### config.mk
export PLATFORM = sky130hd
export DESIGN_NAME = ctl_round
export DESIGN_NICKNAME = d
export VERILOG_FILES = /design/src/rtl/ctl_round.sv
export SDC_FILE = /design/constraint.sdc
export NUM_CORES = 1
export LEC_CHECK = 0
export BUFFER_PORTS_ARGS = -buffer_cell sky130_fd_sc_hd__clkbuf_2
export CORE_MARGIN = 2
export CORE_UTILIZATION = 60
export DETAILED_ROUTE_END_ITERATION = 12
export PLACE_DENSITY = 0.91
export SYNTH_ARGS = -nofsm -noshare
export SYNTH_HDL_FRONTEND = slang
export SYNTH_SLANG_ARGS = --single-unit
export TNS_END_PERCENT = 20
### constraint.sdc
create_clock -name clk -period 4.85 [get_ports clk]
set_clock_uncertainty 0.05 [all_clocks]
set_input_delay 0.7275 -clock clk [delete_from_list [all_inputs] [get_ports clk]]
set_output_delay 0.7275 -clock clk [all_outputs]
set_load 0.03 [all_outputs]
### src/rtl/ctl_round.sv
// Duck Hunt round sequencer: walks a game through intermission, launch, flight,
// fly-away and round scoring, and drives the duck/ammo/score/overlay blocks.
module ctl_round #(
  parameter int DUCKS_PER_ROUND     = 10,
  parameter int MIN_HITS            = 6,
  parameter int ROUNDS_MAX          = 9,
  parameter int SHOTS_PER_DUCK      = 3,
  parameter int DUCK_TIMEOUT_FRAMES = 300,
  parameter int INTER_FRAMES        = 120
) (
  input  logic       clk,
  input  logic       rst,
  input  logic       new_frame,
  input  logic       start,
  input  logic       pause_req,
  input  logic       hit,
  input  logic       shot_fired,
  input  logic       duck_gone,
  output logic       duck_launch,
  output logic       duck_abort,
  output logic       reload,
  output logic       reset_score,
  output logic       pause,
  output logic       looser,
  output logic [3:0] round,
  output logic [3:0] duck_idx,
  output logic [3:0] round_hits,
  output logic [2:0] state
);

  typedef enum logic [2:0] {
    S_IDLE      = 3'd0,
    S_INTER     = 3'd1,
    S_LAUNCH    = 3'd2,
    S_FLYING    = 3'd3,
    S_FLY_AWAY  = 3'd4,
    S_DUCK_DONE = 3'd5,
    S_ROUND_END = 3'd6,
    S_GAME_OVER = 3'd7
  } state_t;

  localparam logic [9:0] INTER_LD   = 10'(INTER_FRAMES);
  localparam logic [9:0] TIMEOUT_LD = 10'(DUCK_TIMEOUT_FRAMES);
  localparam logic [2:0] SHOT_LIM   = 3'(SHOTS_PER_DUCK);
  localparam logic [3:0] DUCK_LIM   = 4'(DUCKS_PER_ROUND);
  localparam logic [3:0] HIT_MIN    = 4'(MIN_HITS);
  localparam logic [3:0] ROUND_LIM  = 4'(ROUNDS_MAX);

  state_t     st_q;
  logic [9:0] frames;
  logic [2:0] shots;

  // Play events are masked while paused; duck_gone is deliberately never masked.
  logic frame_tick;
  logic shot_tick;
  logic hit_tick;
  logic frames_last;
  logic shots_last;

  always_comb begin
    frame_tick  = new_frame  & ~pause_req;
    shot_tick   = shot_fired & ~pause_req & ~hit;
    hit_tick    = hit        & ~pause_req;
    frames_last = (frames <= 10'd1);
    shots_last  = ((shots + 3'd1) >= SHOT_LIM);
  end

  assign state = st_q;

  // duck_launch, reload and reset_score are single-cycle strobes with no
  // acknowledge: downstream blocks must act on the cycle they are seen high.
  always_ff @(posedge clk) begin
    if (!rst) begin
      st_q        <= S_IDLE;
      frames      <= 10'd0;
      shots       <= 3'd0;
      round       <= 4'd0;
      duck_idx    <= 4'd0;
      round_hits  <= 4'd0;
      duck_launch <= 1'b0;
      duck_abort  <= 1'b0;
      reload      <= 1'b0;
      reset_score <= 1'b0;
      pause       <= 1'b1;
      looser      <= 1'b0;
    end else begin
      duck_launch <= 1'b0;
      reload      <= 1'b0;
      reset_score <= 1'b0;

      case (st_q)
        S_IDLE, S_GAME_OVER: begin
          pause <= 1'b1;
          if (start) begin
            st_q        <= S_INTER;
            frames      <= INTER_LD;
            round       <= 4'd1;
            duck_idx    <= 4'd0;
            round_hits  <= 4'd0;
            reset_score <= 1'b1;
            reload      <= 1'b1;
            looser      <= 1'b0;
            pause       <= pause_req;
          end
        end

        S_INTER: begin
          pause <= pause_req;
          if (frame_tick) begin
            if (frames_last) begin
              st_q        <= S_LAUNCH;
              frames      <= 10'd0;
              duck_launch <= 1'b1;
              pause       <= 1'b0;
            end else begin
              frames <= frames - 10'd1;
            end
          end
        end

        S_LAUNCH: begin
          st_q   <= S_FLYING;
          shots  <= 3'd0;
          frames <= TIMEOUT_LD;
          pause  <= pause_req;
        end

        S_FLYING: begin
          pause <= pause_req;
          if (hit_tick) begin
            st_q       <= S_DUCK_DONE;
            round_hits <= round_hits + 4'd1;
          end else begin
            if (shot_tick) shots <= shots + 3'd1;
            if (frame_tick && !frames_last) frames <= frames - 10'd1;
            // Last shot and timer expiry together still make one fly-away.
            if ((shot_tick && shots_last) || (frame_tick && frames_last)) begin
              st_q       <= S_FLY_AWAY;
              frames     <= 10'd0;
              duck_abort <= 1'b1;
            end
          end
        end

        S_FLY_AWAY: begin
          pause <= pause_req;
          if (duck_gone) begin
            st_q       <= S_DUCK_DONE;
            duck_abort <= 1'b0;
            pause      <= 1'b0;
          end
        end

        S_DUCK_DONE: begin
          duck_idx <= duck_idx + 4'd1;
          reload   <= 1'b1;
          if ((duck_idx + 4'd1) == DUCK_LIM) begin
            st_q  <= S_ROUND_END;
            pause <= 1'b0;
          end else begin
            st_q   <= S_INTER;
            frames <= INTER_LD;
            pause  <= pause_req;
          end
        end

        S_ROUND_END: begin
          if (round_hits < HIT_MIN) begin
            st_q   <= S_GAME_OVER;
            looser <= 1'b1;
            pause  <= 1'b1;
          end else if (round == ROUND_LIM) begin
            st_q   <= S_GAME_OVER;
            pause  <= 1'b1;
          end else begin
            st_q       <= S_INTER;
            frames     <= INTER_LD;
            round      <= round + 4'd1;
            duck_idx   <= 4'd0;
            round_hits <= 4'd0;
            pause      <= pause_req;
          end
        end

        default: begin
          st_q  <= S_IDLE;
          pause <= 1'b1;
        end
      endcase
    end
  end

endmodule
==> metrics.md <==
| Metric | Value |
|---|---|
| CTS Root Cell | clkbuf_4 |
| Compound-gate portion of the synthesized area | 27.03% |
| Total Routing Usage GR | between 20% and 30% |
| Clock latency on the worst-skew pair | 0.34 ns |
| CP Launch Type | flip-flop |
| Post-Synth Simple-Gate Area | 28.23% |
| Min-Delay Path Class | reg -> reg |
| Core ar. | 3416 um2 |
| Post-synthesis mux area share | 0% |
| Final min period | 2.841 ns |
| Placement Rows | 21 |
| CTS H-Tree Depth | 2 |
| TritonCTS clock tree | done |
| Clock Power Share | 18.8% |
| Total Nets Final | 326 |
| Hold Buf Count CTS | 0 |
| Hold Slack | 0.4513 ns |
| Worst Path Max Fanout | 29 |
| Lkg Pwr | 0.9287 nW |
| Crit path capture type | flip-flop |
| IO Count | 29 |
| Dominant synthesized flop cell | dfxtp_1 |
| Final hold violations | 0 |
| Adder-cell share of the synthesized area | 5.175% |
| Clk buf depth | 2 |
| Cts bufs inserted | 5 |
| Combinational family with the most area after synthesis | simple AND/OR/NAND/NOR gates |
| CTS resizes | 0 |
| Routability cong. | slightly above 0.9 |
| Syn_nets | slightly above 300 |
| Final setup vio count | 0 |
| VDD IR max | 0.3064 mV |
| Worst rel slew slack | between 30% and 40% |
| Worst-margin pin slew | 1.008 ns |
| Sequential Power Share | 39.1% |
| Fillers | about 280 |
| DIE HEIGHT | 64.22 um |
| Synth Area in XOR/XNOR | ~2.4% |
| Clock sink count | 34 |
| Pins Over Slew Limit | 0 |
| Int Power | around 0.5 mW |
| Grt total ovfl | 0 |
| PwrDens | 375.6 nW/um2 |
| Max Cap Viol | 0 |
| ANT nets after route | 0 |
| Psw | 0.3807 mW |
| Crit-path cells | nor2_1 > a32o_1 > a211o_1 > or4_4 > o32ai_1 |
| Syn. warnings | 0 |
| Total Routed Length | 5251 um |
| 1st-iter DRT viols | 250 |
| Pre-Repair DR Iteration Count | 5 |
| Final Cycle Share | around 59% |
| Comb pwr share | 42.1% |
| Port buffer count | 28 |
| Area growth, synth to finish | 8.568% |
| DRC | 0 |
| Die area | 4124 um2 |
| Avg Vias per Cell | a little over 6 |
| Switching Share | 42.90% |
| First-pass GRT wire length | 8804 um |
| Diode count | 0 |
| Post-synth EDFFs | 0 |
| Synth cell types | 56 |
| DR WL/cell | 14.75 um |
| Share of cells above drive strength 1 | between 15 and 20% |
| Slowest-stage cell, CP | dfxtp_1 |
| Clock transition at path regs | 0.11 ns |
| Vias in the first global route | 1953 |
| Critical path class | reg -> reg |
| Post-synthesis sequential element count | 34 |
| Post-Syn Area | roughly 2200 um2 |
| Syn avg cell area | 7.529 um2 |
| Sequential share of the synthesized area | 31.28% |
| Die span in x | roughly 64 um |
| Share of flip-flops with an asynchronous set or reset | 0% |
| Data required, critical path | 5.04 ns |
| Via count | 2211 |
| Mapped Cells | ~290 |
| Fmax | around 350 MHz |
| CP arrival | 3.04 ns |
| Initial Util | 63.70% |
| Initial antenna violation count | 0 |
| Max incr delay on CP | 0.94 ns |
| Setup TNS Final | 0 ns |
| Largest net degree at the start of global routing | 34 |
| Setup Fix Bufs, Post-CTS | 0 |
| HPWL after detailed placement | 3708 um |
| RSZ-0062 raised after global routing | no |
| Outcome | finished clean |
## power by group through the flow
stage	Sequential (mW)	Combinational, mW	Clock [mW]
finish	0.347	0.374	0.166
detailed placement	0.353	0.361	0
global route	0.354	0.410	0.182
floorplan	0.355	0.285	0
global placement	0.352	0.360	0
CTS	0.346	0.366	0.168
## per-layer routing
metal | GRT usage [%] | part of all wire (%)
met1 | 36.88 | 45
met2 | 38.15 | 44
met3 | 5.986 | 9.5
met4 | 11.97 | 1.8
met5 | 0 | 0
## critical path: cells and delay by family, from the launching register on
kind               cells  cell delay, ns
DFF                    1            0.94
AOI/OAI and AO/OA      3            0.95
and+or+nand+nor        2            0.80
## synth_stat cells, drive strengths merged, types with 4 or more instances
cell / instances / area (um2)
nor2b: 4 / 25.02
ha: 9 / 112.6
nand2: 29 / 108.9
o31ai: 4 / 30.03
nor3: 6 / 30.03
nand2b: 5 / 31.28
o22ai: 5 / 31.28
dfxtp: 34 / 680.7
nand3: 14 / 75.07
nand4: 5 / 31.28
buf: 8 / 48.79
clkbuf: 8 / 30.03
nor2: 36 / 135.1
xor2: 4 / 35.03
o21ai: 15 / 78.82
nor4: 5 / 46.29
a21oi: 30 / 150.1
a31oi: 6 / 37.54
inv: 13 / 48.80
## sequential cells by signal, summed over array words and instances, names as in the netlist
signal,count
looser,1
frames,10
duck_launch,1
reload,1
round_hits,4
state,3
duck_abort,1
pause,1
duck_idx,4
round,4
shots,3
reset_score,1
## final timing paths
| kind | from | to | slack [ns] | cells past startpoint |
|---|---|---|---|---|
| worst max-delay path | state[0]$_SDFFE_PN0P_ | frames[2]$_SDFFE_PN0P_ | 2.01 | 5 |
| worst min-delay path | looser$_SDFFE_PN0P_ | looser$_SDFFE_PN0P_ | 0.45 | 2 |
| worst max register to register | state[0]$_SDFFE_PN0P_ | frames[2]$_SDFFE_PN0P_ | 2.01 | 5 |
| worst min register to register | looser$_SDFFE_PN0P_ | looser$_SDFFE_PN0P_ | 0.45 | 2 |
## area by class of cell
type | count | area, um2 | area share, %
Clock buffer | 7 | 55.05 | 2.331
Clock inverter | 1 | 5.005 | 0.2119
Inverter | 13 | 48.80 | 2.066
Multi-Input combinational cell | 226 | 1368 | 57.89
Sequential cell | 34 | 680.7 | 28.81
Tap cell | 46 | 57.56 | 2.436
Timing Repair Buffer | 29 | 147.6 | 6.250
## cell usage in the layout (no fill, tap or decap), types with 5 or more instances in the layout
cell,instances
ha_1,9
nor3_1,6
nand3_1,13
nand2b_1,5
o21ai_0,13
o22ai_1,5
clkbuf_2,28
clkbuf_4,5
dfxtp_1,34
nor2_1,36
inv_1,11
nand2_1,29
a31oi_1,6
nand4_1,5
a21oi_1,30
## cells by family (layout without fill, tap and decap cells)
logic type	count (synthesis)	in the layout
and+or+nand+nor	121	121
AOI/OAI and AO/OA	90	90
DFF	34	34
buffers and inverters	29	50
adders and majority gates	9	9
xor gates and xnor gates	6	6
## through the flow
| stage | util (%) | setup slack [ns] | instances | cell area, um2 | power [mW] |
|---|---|---|---|---|---|
| detailed placement | 67.40 | 2.110 | 348 | 2302 | 0.7136 |
| floorplan | - | 2.546 | 289 | 2176 | 0.6401 |
| global placement | 67.40 | 2.164 | 348 | 2302 | 0.7120 |
| global route | 69.16 | 1.773 | 356 | 2362 | 0.9453 |
| finish | 69.16 | 2.009 | 356 | 2362 | 0.8874 |
| CTS | 69.16 | 2.088 | 356 | 2362 | 0.8808 |
No activity file was read; power rests on OpenSTA's default activity.
